`src/rtl/cpu_pkg.sv`:
```
// Shared CPU definitions: datapath widths, opcode map and fetch states.
// Imported by the fetch unit, its program counter and the fetch interface.
package cpu_pkg;

    localparam int ADDR_W  = 4;
    localparam int INSTR_W = 4;

    localparam logic [INSTR_W-1:0] OP_LDA  = 4'b0000;
    localparam logic [INSTR_W-1:0] OP_LDB  = 4'b0001;
    localparam logic [INSTR_W-1:0] OP_LDO  = 4'b0010;
    localparam logic [INSTR_W-1:0] OP_LDSA = 4'b0011;
    localparam logic [INSTR_W-1:0] OP_LDSB = 4'b0100;
    localparam logic [INSTR_W-1:0] OP_LSH  = 4'b0101;
    localparam logic [INSTR_W-1:0] OP_RSH  = 4'b0110;
    localparam logic [INSTR_W-1:0] OP_CLR  = 4'b0111;
    localparam logic [INSTR_W-1:0] OP_SNZA = 4'b1000;
    localparam logic [INSTR_W-1:0] OP_SNZS = 4'b1001;
    localparam logic [INSTR_W-1:0] OP_ADD  = 4'b1010;
    localparam logic [INSTR_W-1:0] OP_SUB  = 4'b1011;
    localparam logic [INSTR_W-1:0] OP_XOR  = 4'b1110;

    typedef enum logic [1:0] {
        ST_IDLE,
        ST_RUN,
        ST_DRAIN,
        ST_HALT
    } fetch_state_e;

endpackage

```
`src/rtl/instr_fetch_unit_if.sv`:
```
// Fetch-to-decode handshake bundle.
// master (fetch): drives instr_out/instr_valid/instr_addr; slave (decode): drives instr_ready/skip_req.
interface instr_fetch_unit_if ();
    import cpu_pkg::*;

    logic [INSTR_W-1:0] instr_out;
    logic               instr_valid;
    logic [ADDR_W-1:0]  instr_addr;
    logic               instr_ready;
    logic               skip_req;

    modport master (
        output instr_out,
        output instr_valid,
        output instr_addr,
        input  instr_ready,
        input  skip_req
    );

    modport slave (
        input  instr_out,
        input  instr_valid,
        input  instr_addr,
        output instr_ready,
        output skip_req
    );

endinterface

```
`src/rtl/program_counter.sv`:
```
// Program counter with end-of-program detect and optional wrap to 0.
// Ports: clk, rst, i_adv (advance), i_loop_en, o_pc, o_at_last (pc == LAST_ADDR).
module program_counter
    import cpu_pkg::*;
#(
    parameter int LAST_ADDR = 15
) (
    input  logic              clk,
    input  logic              rst,
    input  logic              i_adv,
    input  logic              i_loop_en,
    output logic [ADDR_W-1:0] o_pc,
    output logic              o_at_last
);

    logic [ADDR_W-1:0] r_pc;
    logic              w_at_last;

    assign w_at_last = (r_pc == ADDR_W'(LAST_ADDR));
    assign o_at_last = w_at_last;
    assign o_pc      = r_pc;

    // Without loop_en the pc parks on LAST_ADDR once the program ends.
    always_ff @(posedge clk) begin
        if (rst) begin
            r_pc <= '0;
        end else if (i_adv) begin
            if (!w_at_last) begin
                r_pc <= r_pc + ADDR_W'(1);
            end else if (i_loop_en) begin
                r_pc <= '0;
            end
        end
    end

endmodule

```
`src/rtl/instr_fetch_unit.sv`:
```
// Fetch unit: drives ROM address from the pc, buffers one instruction for decode.
// Ports: clk, rst, enable, loop_en, rom_addr/rom_data (ROM), halted, bus (fetch handshake).
module instr_fetch_unit
    import cpu_pkg::*;
#(
    parameter int LAST_ADDR = 15
) (
    input  logic               clk,
    input  logic               rst,
    input  logic               enable,
    input  logic               loop_en,
    output logic [ADDR_W-1:0]  rom_addr,
    input  logic [INSTR_W-1:0] rom_data,
    output logic               halted,
    instr_fetch_unit_if.master bus
);

    fetch_state_e       r_state;
    fetch_state_e       w_state_nxt;
    logic [INSTR_W-1:0] r_instr_out;
    logic [ADDR_W-1:0]  r_instr_addr;
    logic               r_valid;
    logic               r_skip_pending;
    logic               r_end_seen;

    logic [ADDR_W-1:0]  w_pc;
    logic               w_at_last;
    logic               w_buf_free;
    logic               w_load;
    logic               w_drop;
    logic               w_end;

    program_counter #(
        .LAST_ADDR (LAST_ADDR)
    ) u_pc (
        .clk       (clk),
        .rst       (rst),
        .i_adv     (w_load),
        .i_loop_en (loop_en),
        .o_pc      (w_pc),
        .o_at_last (w_at_last)
    );

    assign rom_addr = w_pc;

    // A skip frees the buffer just like a transfer does.
    assign w_buf_free = !r_valid || bus.instr_ready || bus.skip_req;
    assign w_load     = (r_state == ST_RUN) && enable
                        && !r_end_seen && w_buf_free;
    // A load is swallowed by a pending skip, by a skip arriving on an
    // empty buffer, or by a skip coinciding with the last-address load.
    assign w_drop     = r_skip_pending
                        || (bus.skip_req && (!r_valid || w_at_last));
    assign w_end      = w_load && w_at_last && !loop_en;

    always_ff @(posedge clk) begin
        if (rst) begin
            r_state <= ST_IDLE;
        end else begin
            r_state <= w_state_nxt;
        end
    end

    always_comb begin
        w_state_nxt = r_state;
        unique case (r_state)
            ST_IDLE:  if (enable)     w_state_nxt = ST_RUN;
            ST_RUN:   if (w_end)      w_state_nxt = ST_DRAIN;
            ST_DRAIN: if (w_buf_free) w_state_nxt = ST_HALT;
            ST_HALT:  w_state_nxt = ST_HALT;
            default:  w_state_nxt = ST_IDLE;
        endcase
    end

    always_comb begin
        bus.instr_out   = r_instr_out;
        bus.instr_valid = r_valid;
        bus.instr_addr  = r_instr_addr;
        halted          = (r_state == ST_HALT);
        if (r_state == ST_HALT) begin
            bus.instr_out = OP_CLR;
        end
    end

    always_ff @(posedge clk) begin
        if (rst) begin
            r_instr_out    <= OP_CLR;
            r_instr_addr   <= '0;
            r_valid        <= 1'b0;
            r_skip_pending <= 1'b0;
            r_end_seen     <= 1'b0;
        end else begin
            if (w_load) begin
                r_instr_out    <= rom_data;
                r_instr_addr   <= w_pc;
                r_valid        <= !w_drop;
                r_skip_pending <= 1'b0;
            end else begin
                if (r_valid && (bus.instr_ready || bus.skip_req)) begin
                    r_valid <= 1'b0;
                end
                // Skip on an empty buffer while fetching is paused: remember it.
                if (bus.skip_req && !r_valid && (r_state == ST_RUN)) begin
                    r_skip_pending <= 1'b1;
                end
            end
            if (w_end) begin
                r_end_seen <= 1'b1;
            end
        end
    end

endmodule
```
`src/flat_wrapper.sv`:
```
// flat-port wrapper written by rule: the top's interface ports become plain ports
module instr_fetch_unit_flat import cpu_pkg::*;
#(
    parameter int LAST_ADDR = 15
)
  (clk, rst, enable, loop_en, rom_addr, rom_data, halted, bus_instr_out, bus_instr_valid, bus_instr_addr, bus_instr_ready, bus_skip_req);
  instr_fetch_unit_if bus_i ();
  input  logic clk;
  input  logic rst;
  input  logic enable;
  input  logic loop_en;
  output logic [ADDR_W-1:0] rom_addr;
  input  logic [INSTR_W-1:0] rom_data;
  output logic halted;
  output wire logic [$bits(bus_i.instr_out)-1:0] bus_instr_out;
  output wire logic [$bits(bus_i.instr_valid)-1:0] bus_instr_valid;
  output wire logic [$bits(bus_i.instr_addr)-1:0] bus_instr_addr;
  input wire logic [$bits(bus_i.instr_ready)-1:0] bus_instr_ready;
  input wire logic [$bits(bus_i.skip_req)-1:0] bus_skip_req;
  assign bus_instr_out = bus_i.instr_out;
  assign bus_instr_valid = bus_i.instr_valid;
  assign bus_instr_addr = bus_i.instr_addr;
  assign bus_i.instr_ready = bus_instr_ready;
  assign bus_i.skip_req = bus_skip_req;
  instr_fetch_unit #(.LAST_ADDR(LAST_ADDR)) u_core (.clk(clk), .rst(rst), .enable(enable), .loop_en(loop_en), .rom_addr(rom_addr), .rom_data(rom_data), .halted(halted), .bus(bus_i));
endmodule
```
`config.mk`:
```
export PLATFORM = sky130hd
export DESIGN_NAME = instr_fetch_unit_flat
export DESIGN_NICKNAME = d
export VERILOG_FILES = /design/src/rtl/cpu_pkg.sv /design/src/rtl/instr_fetch_unit_if.sv /design/src/rtl/program_counter.sv /design/src/rtl/instr_fetch_unit.sv /design/src/flat_wrapper.sv
export SDC_FILE = /design/constraint.sdc
export NUM_CORES = 1
export LEC_CHECK = 0
export CORE_ASPECT_RATIO = 0.75
export CORE_UTILIZATION = 45
export CTS_CLUSTER_SIZE = 24
export DETAILED_ROUTE_END_ITERATION = 10
export GPL_TIMING_DRIVEN = 0
export PLACE_DENSITY = 0.76
export RECOVER_POWER = 25
export REMOVE_ABC_BUFFERS = 1
export SETUP_SLACK_MARGIN = 0.15
export SYNTH_ARGS = -nofsm -noshare
export SYNTH_HDL_FRONTEND = slang
export SYNTH_SLANG_ARGS = --single-unit
export TNS_END_PERCENT = 50
```
`constraint.sdc`:
```
create_clock -name clk -period 1.9 [get_ports clk]
set_clock_uncertainty 0.15 [all_clocks]
set_input_delay 0.285 -clock clk [delete_from_list [all_inputs] [get_ports clk]]
set_output_delay 0.285 -clock clk [all_outputs]
set_load 0.01 [all_outputs]
```
# Yosys cells after proc, flatten, opt, wreduce, memory -nomap -nowiden
# Cells that the tools add are included.
word_totals:
  register_bits: 17
  output_inout_bits: 14
  wordCells: 48
classes:
  add_sub_neg: 1
  n_eq_ne: 8
  muxes: 9
  n_reduce_logical: 23
op_table:
  columns: ["cell", "n"]
  rows:
  - ["two-way mux 4 bit", 3]
  - ["logical AND 1 bit", 9]
  - ["one-hot mux 2 bit (4 select lines)", 1]
  - ["two-way mux 2 bit", 3]
  - ["logical OR 1 bit", 5]
  - ["adder 4 x 1 -> 4 bit (second input constant)", 1]
  - ["equality test 2 bit (second input constant)", 2]
  - ["equality test 4 bit (second input constant)", 1]
  - ["zero test 1 bit", 4]
  - ["inequality test 2 x 1 -> 1 bit (second input constant)", 2]
  - ["inequality test 2 bit (second input constant)", 2]
  - ["AND reduction 3 bit", 1]
  - ["equality test 2 x 1 -> 1 bit (second input constant)", 1]
  - ["zero test 2 bit", 1]
  - ["two-way mux 1 bit", 2]
  - ["AND reduction 2 bit", 1]
  - ["nonzero test 2 bit", 1]
  - ["OR reduction 2 bit", 1]

# Logic depth before layout (Yosys ltp)
# Gate-level depths: netlist of run 1.
depth:
  word_depth: 8
  mapped_depth: 4
  ltp_nobuf: 4

# Hierarchy
# A second synthesis of run 1 with hierarchy kept.
hier_totals:
  hier_cells: 90
  area_unflattened_um2: 833.3
by_module_without_submodules:
  columns: ["module", "n_inst", "cells_per_inst", "area_each_um2"]
  rows:
  - ["instr_fetch_unit", 1, 66, 618.1]
  - ["program_counter", 1, 24, 215.2]

# Worst setup path before layout of run 1
# OpenSTA, ideal clock, no wires.
synth_timing:
  path_type: "register to register"
  from: "register u_core.u_pc.r_pc[0] (netlist: u_core.u_pc.o_pc[0])"
  to: "register u_core.u_pc.r_pc[3] (netlist: u_core.u_pc.o_pc[3])"
  arrival_ns: 1.340
  required_ns: 1.689
  slack_ns: 0.349
  stages_incl_launch_ff: 5
  n_path_buf: 0
  period_less_slack_ns: 1.551
  path_cell_list: "dfxtp_1 > ha_1 > and3b_1 > a2111oi_0 > a311o_1"
synth_between:
  elab_chain_len: 3
synth_rtl:
  columns: ["element", "line_no", "rtl"]
  rows:
  - ["start, declared", "program_counter.sv:16", "logic [ADDR_W-1:0] r_pc;"]
  - ["start signal, assigned", "program_counter.sv:29", "r_pc <= r_pc + ADDR_W'(1);"]
  - ["branches (longest 3 deep; another with adder 4 x 1 -> 4 bit)", null, null]
# Parallel ways; which one is timed is not known.
# A chain may end at the register's enable or synchronous reset.

# Worst setup path in the final report of run 1
layout_timing:
  from: "register u_core.u_pc.r_pc[3] (netlist: u_core.u_pc.o_pc[3])"
  to: "output port rom_addr[3]"
layout_rtl:
  columns: ["element", "line_no", "rtl"]
  rows:
  - ["end, declared", "flat_wrapper.sv:12", "output logic [ADDR_W-1:0] rom_addr;"]
# No word-level cell between the ends.

==> flow_summary.yaml, run 1 <==
outcome:
  status: "finished, final reports clean"
placed_design:
  dpl.hpwl_um: 1260
  dpl_worst_slack_ns: -0.108
  placed_area_um2: 1050
  placedCellCount: 128
  gp_congestion: 0.824
  numPortBuffers: 23
final_layout:
  layout.cells.non_filler: 133
  nNetsFinal: 124
  drive_gt1_frac: 0.107
  antenna_cells: 0
  syn_to_final_growth_pct: 31.9
  final_area_um2: 1090
  fill_cells: 147
timing:
  slew_violations: 0
  setup_viol: 0
  min_period_ns: 1.78
  layout_setup_ws_ns: 0.117
  min_period_over_period: 0.938
  fmax_mhz: 561
  maxSlewHeadroom: 0.591
  hold_viol_final: 0
  worstMarginPinSlew_ns: 0.612
  rsz0062_at_grt: "yes"
worst_setup_path:
  critical_path.top_delay_family: "buffers and inverters"
  crit_path_cell_trace: "clkdlybuf4s50_1"
  cp-start-kind: "flop"
  cp.buffers_inverters: 1
  critical_path_class: "flop to output pin"
  crit_path_max_incr_delay_ns: 0.59
  critPathMaxFanout: 8
  critPathArrivalTime_ns: 1.35
  cp_slowest_cell: "clkdlybuf4s50_1"
  cp.required_ns: 1.46
  endpoint_kind: "output pin"
clocking:
  cts-root-buf: "clkbuf_4"
  cts_tree: "yes"
  postCtsHoldBufs: 0
  clock_tree.buffer_depth: 2
  cts.reportedPaths.clkPinSlew_ns: 0.10
  cts_max_level: 1
  cts.sinks: 17
  clk_latency_ns: 0.30
  cts_made_buffers: 3
die:
  dieArea_um2: 2010
  core_area_um2: 1590
  die_x_um: 51.4
  row_count: 12
  io_pins: 24
  fp.dieH_um: 39.0
  initial_core_util: 0.517
detailed_routing:
  vias: 775
  via_per_inst: 5.83
  routed_wl_um: 1860
  wl_per_cell_um: 14.0
  drtAntennaViolNets: 0
  drt_iter0_drc: 26
  drt_pass1_iterations: 4
  drc: 0
synth:
  synth.top_cell.area_share: 0.413
  synth.avg_cell_area_um2: 9.25
  synth_seq_cells: 17
  synth_cell_types: 36
  synth-main-ff-cell: "dfxtp_1"
  synth.top_cells.by_count: "17 x dfxtp_1, 10 x a21oi_1, 6 x nand3_1, 6 x o21ai_0, 5 x inv_1"
  yosys.area.top_type: "dfxtp_1"
  yosysMostFrequentCell: "dfxtp_1"
  ys_top_cells_by_area: "dfxtp_1 41%, a21oi_1 6.1%, nand3_1 3.6%, o21ai_0 3.6%, a211o_1 3.2%"
  yosysSeqAreaShare: 0.413
  synthArstFlopShare: 0
  synth_cells: 89
  synth_edf_count: 0
  syn_area_um2: 823
  yosys_warnings: 0
global_routing:
  grt-ovfl-total: 0
  grt_max_degree: 18
  grt_pass1_vias: 692
  track_usage: 0.217
  grt_antenna_before_repair: 0
  grt_pass1_wl_um: 3040
min_path:
  hp-class: "flop to flop"
pwr:
  leakage_uw: 0.000418
  power.density_nw_per_um2: 632
  ir_worst_vdd_v: 0.000394
  p_total_uw: 686
run:
  cap_violations: 0
## final timing paths
kind	slack [ns]	depth (start not counted)	start	to
max	0.12	1	u_core.u_pc.o_pc[3]	rom_addr[3]
min	0.31	1	u_core.r_instr_out[0]	u_core.r_instr_out[0]
max reg2reg	0.15	4	u_core.u_pc.o_pc[0]	u_core.u_pc.o_pc[3]
min reg2reg	0.31	1	u_core.r_instr_out[0]	u_core.r_instr_out[0]
## state kept, by name, summed over array words and instances, names as in the netlist
register                flops
u_core.bus.instr_addr       4
u_core.u_pc.o_pc            4
u_core.r_state              2
u_core.r_skip_pending       1
u_core.r_end_seen           1
u_core.bus.instr_valid      1
u_core.r_instr_out          4
## cell families after synthesis
kind of cell	synth area share
and+or+nand+nor	0.284
AOI/OAI and AO/OA	0.229
DFF	0.413
buffers and inverters	0.0577
adders and majority gates	0.0152
## power by group
part	switching, uW	internal, uW
clock	116	81.7
sequential	16.5	372
combinational	43.3	57.3
## layout by cell type, fill, tap and decap left out, types with 2 or more instances in the layout
cell and instances:
nor2_1 3, inv_1 5, a31oi_1 2, o211a_1 2, a211o_1 3, and3_1 3, a21oi_1 10, dlygate4sd2_1 4
nand4b_1 3, clkbuf_4 3, o21ai_0 6, clkdlybuf4s50_1 18, nand2b_1 3, nand3_1 7, o31ai_1 2, dfxtp_1 15
## area by class of cell
| type | instances | area (um2) | share of cell area |
|---|---|---|---|
| flip-flops and latches | 17 | 345 | 0.318 |
| inverters | 5 | 18.8 | 0.0173 |
| well taps | 21 | 26.3 | 0.0242 |
| repair buffers | 24 | 235 | 0.217 |
| clock buffers | 4 | 26.3 | 0.0242 |
| multi-input cells | 62 | 434 | 0.400 |
## timing repair
| item | in CTS | in global routing |
|---|---|---|
| hold endpoints to repair | 0 | 0 |
| gates resized for setup | 8 | 5 |
| gates cloned | 0 | 0 |
| buffers inserted | 0 | 1 |
| endpoints found under the setup margin | 9 | 8 |
## worst reg2reg max path: cells and delay by family, from the launching register on
kind / cells / cell delay [ns]
and+or+nand+nor: 1 / 0.20
DFF: 1 / 0.46
AOI/OAI and AO/OA: 2 / 0.62
adders and majority gates: 1 / 0.27
## per-layer routing
metal / share of wire / up-vias / GRT usage
met5: 0 / - / 0
met4: 0.017 / 0 / 0.108
met3: 0.063 / 5 / 0.0706
met2: 0.47 / 35 / 0.364
met1: 0.45 / 353 / 0.251
li1: - / 382 / -
## per-stage QoR
step / TNS [ns] / hold slack, ns / utilization
2_1_floorplan: 0 / 0.204 / -
3_3_place_gp: -0.382 / 0.284 / 0.660
3_5_place_dp: -0.390 / 0.293 / 0.660
4_1_cts: 0 / 0.313 / 0.678
5_1_grt: 0 / 0.340 / 0.682
6_report: 0 / 0.313 / 0.682
Note: power is estimated with default switching activity, not from simulation.
==> run 2: changes to the inputs <==
--- a/config.mk
+++ b/config.mk
@@ -5,12 +5,15 @@
 export SDC_FILE = /design/constraint.sdc
 export NUM_CORES = 1
 export LEC_CHECK = 0
+export CELL_PAD_IN_SITES_DETAIL_PLACEMENT = 1
+export CELL_PAD_IN_SITES_GLOBAL_PLACEMENT = 1
 export CORE_ASPECT_RATIO = 0.75
-export CORE_UTILIZATION = 45
+export CORE_UTILIZATION = 33
 export CTS_CLUSTER_SIZE = 24
 export DETAILED_ROUTE_END_ITERATION = 10
 export GPL_TIMING_DRIVEN = 0
-export PLACE_DENSITY = 0.76
+export HOLD_SLACK_MARGIN = 0.08
+export PLACE_DENSITY_LB_ADDON = 0.1
 export RECOVER_POWER = 25
 export REMOVE_ABC_BUFFERS = 1
 export SETUP_SLACK_MARGIN = 0.15
==> flow_summary.yaml, run 2 (same netlist as run 1, synthesis figures left out) <==
final_layout:
  fin_util: 0.476
  syn_to_final_growth_pct: 34.5
  antenna_cells: 0
  fill_cells: 289
  layout.cells.non_filler: 145
  multiInputGateArea_um2: 437
  final_cell_mix: "17 x clkdlybuf4s50_1, 12 x dfxtp_1, 10 x a21oi_1"
  nNetsFinal: 123
  drive_gt1_frac: 0.135
  final_common_cell: "clkdlybuf4s50_1"
  seq_area_um2: 354
clocking:
  cts_made_buffers: 3
  clock_tree.buffer_depth: 2
  cts.sinks: 17
  postCtsHoldBufs: 0
  cts.reportedPaths.clkPinSlew_ns: 0.11
  cts_tree: "yes"
  cts-root-buf: "clkbuf_4"
  post_cts_resized: 9
  clk_latency_ns: 0.30
  post-cts-setup-buffers: 0
  cts_max_level: 1
timing:
  rsz0062_at_grt: "yes"
  slew_violations: 0
  fmax_mhz: 575
  min_period_ns: 1.74
  setup_viol: 0
  min_period_over_period: 0.915
  maxSlewHeadroom: 0.538
  holdWs_ns: 0.312
  finalSetupTns_ns: 0
  hold_viol_final: 0
  worstMarginPinSlew_ns: 0.692
die:
  row_count: 15
  io_pins: 24
  dieArea_um2: 2700
  core_area_um2: 2330
  fp.dieH_um: 45.3
  initial_core_util: 0.354
  die_x_um: 59.7
worst_setup_path:
  endpoint_kind: "flop"
  critical_path_class: "primary input to flop"
  cp.required_ns: 1.95
  critPathArrivalTime_ns: 1.79
  cp-start-kind: "primary input"
  critPathMaxFanout: 10
placed_design:
  numPortBuffers: 23
  dpl.hpwl_um: 1580
  placedCellCount: 141
  gp_congestion: 0.695
pwr:
  power.switching_uw: 187
  ir_worst_vdd_v: 0.000276
  combPwrFrac: 0.149
  p_total_uw: 696
  clockPowerShare: 0.290
  power.density_nw_per_um2: 628
  p_int_uw: 508
  leakage_uw: 0.000424
  swShare: 0.269
  pwr-share-seq: 0.561
detailed_routing:
  wl_met3_um: 104
  maxUsedRoutingLayer: "met4"
  wl_per_cell_um: 15.8
  drtAntennaViolNets: 0
  via_per_inst: 5.57
  wl_met2_um: 1010
  drt_iter0_drc: 23
  vias: 807
  routed_wl_um: 2290
  wl_met1_um: 1160
  drt_pass1_iterations: 4
  drc: 0
global_routing:
  grt_antenna_before_repair: 0
  grt_pass1_wl_um: 3590
  track_usage: 0.182
  grt-ovfl-total: 0
  grt_max_degree: 18
  grt_pass1_vias: 767
min_path:
  hp-class: "flop to flop"
outcome:
  status: "finished, final reports clean"
run:
  cap_violations: 0
## run 2: per-layer routing
layer  GRT usage  up-vias
met2       0.296       26
met3      0.0573        2
met1       0.243      397
met5           0        -
li1            -      382
met4      0.0279        0
## run 2: layout make-up
class / count / area share
Tap cell: 34 / 0.0384
Sequential cell: 17 / 0.320
Clock inverter: 1 / 0.00452
Clock buffer: 3 / 0.0203
Multi-Input combinational cell: 62 / 0.394
Inverter: 5 / 0.0169
Timing Repair Buffer: 23 / 0.206
## run 2: power groups by stage
stage          registers, uW  logic (uW)  clock network (uW)
2_1_floorplan            396        42.4                   0
3_3_place_gp             396         104                   0
3_5_place_dp             397         107                   0
4_1_cts                  388         104                 207
5_1_grt                  393         113                 231
6_report                 390         104                 202
## run 2: per-stage QoR
step / setup slack (ns) / instance area (um2)
global placement: -0.157 / 1070
CTS: 0.0813 / 1100
detailed placement: -0.168 / 1070
floorplan: 0.349 / 795
finish: 0.162 / 1110
global route: 0.0617 / 1110
## run 2: critical path: stages
cell	delay, ns
clkdlybuf4s50_1	0.46
nor3b_2	0.58
nor4_1	0.12
a311o_1	0.34
## run 2: final timing paths
kind                               start               endpoint  slack [ns]  cells past startpoint
hold / removal     u_core.r_instr_out[1]  u_core.r_instr_out[1]        0.31                      1
setup reg to reg  u_core.bus.instr_valid    u_core.u_pc.o_pc[3]        0.21                      3
hold reg to reg    u_core.r_instr_out[1]  u_core.r_instr_out[1]        0.31                      1
setup / recovery            bus_skip_req    u_core.u_pc.o_pc[3]        0.16                      4
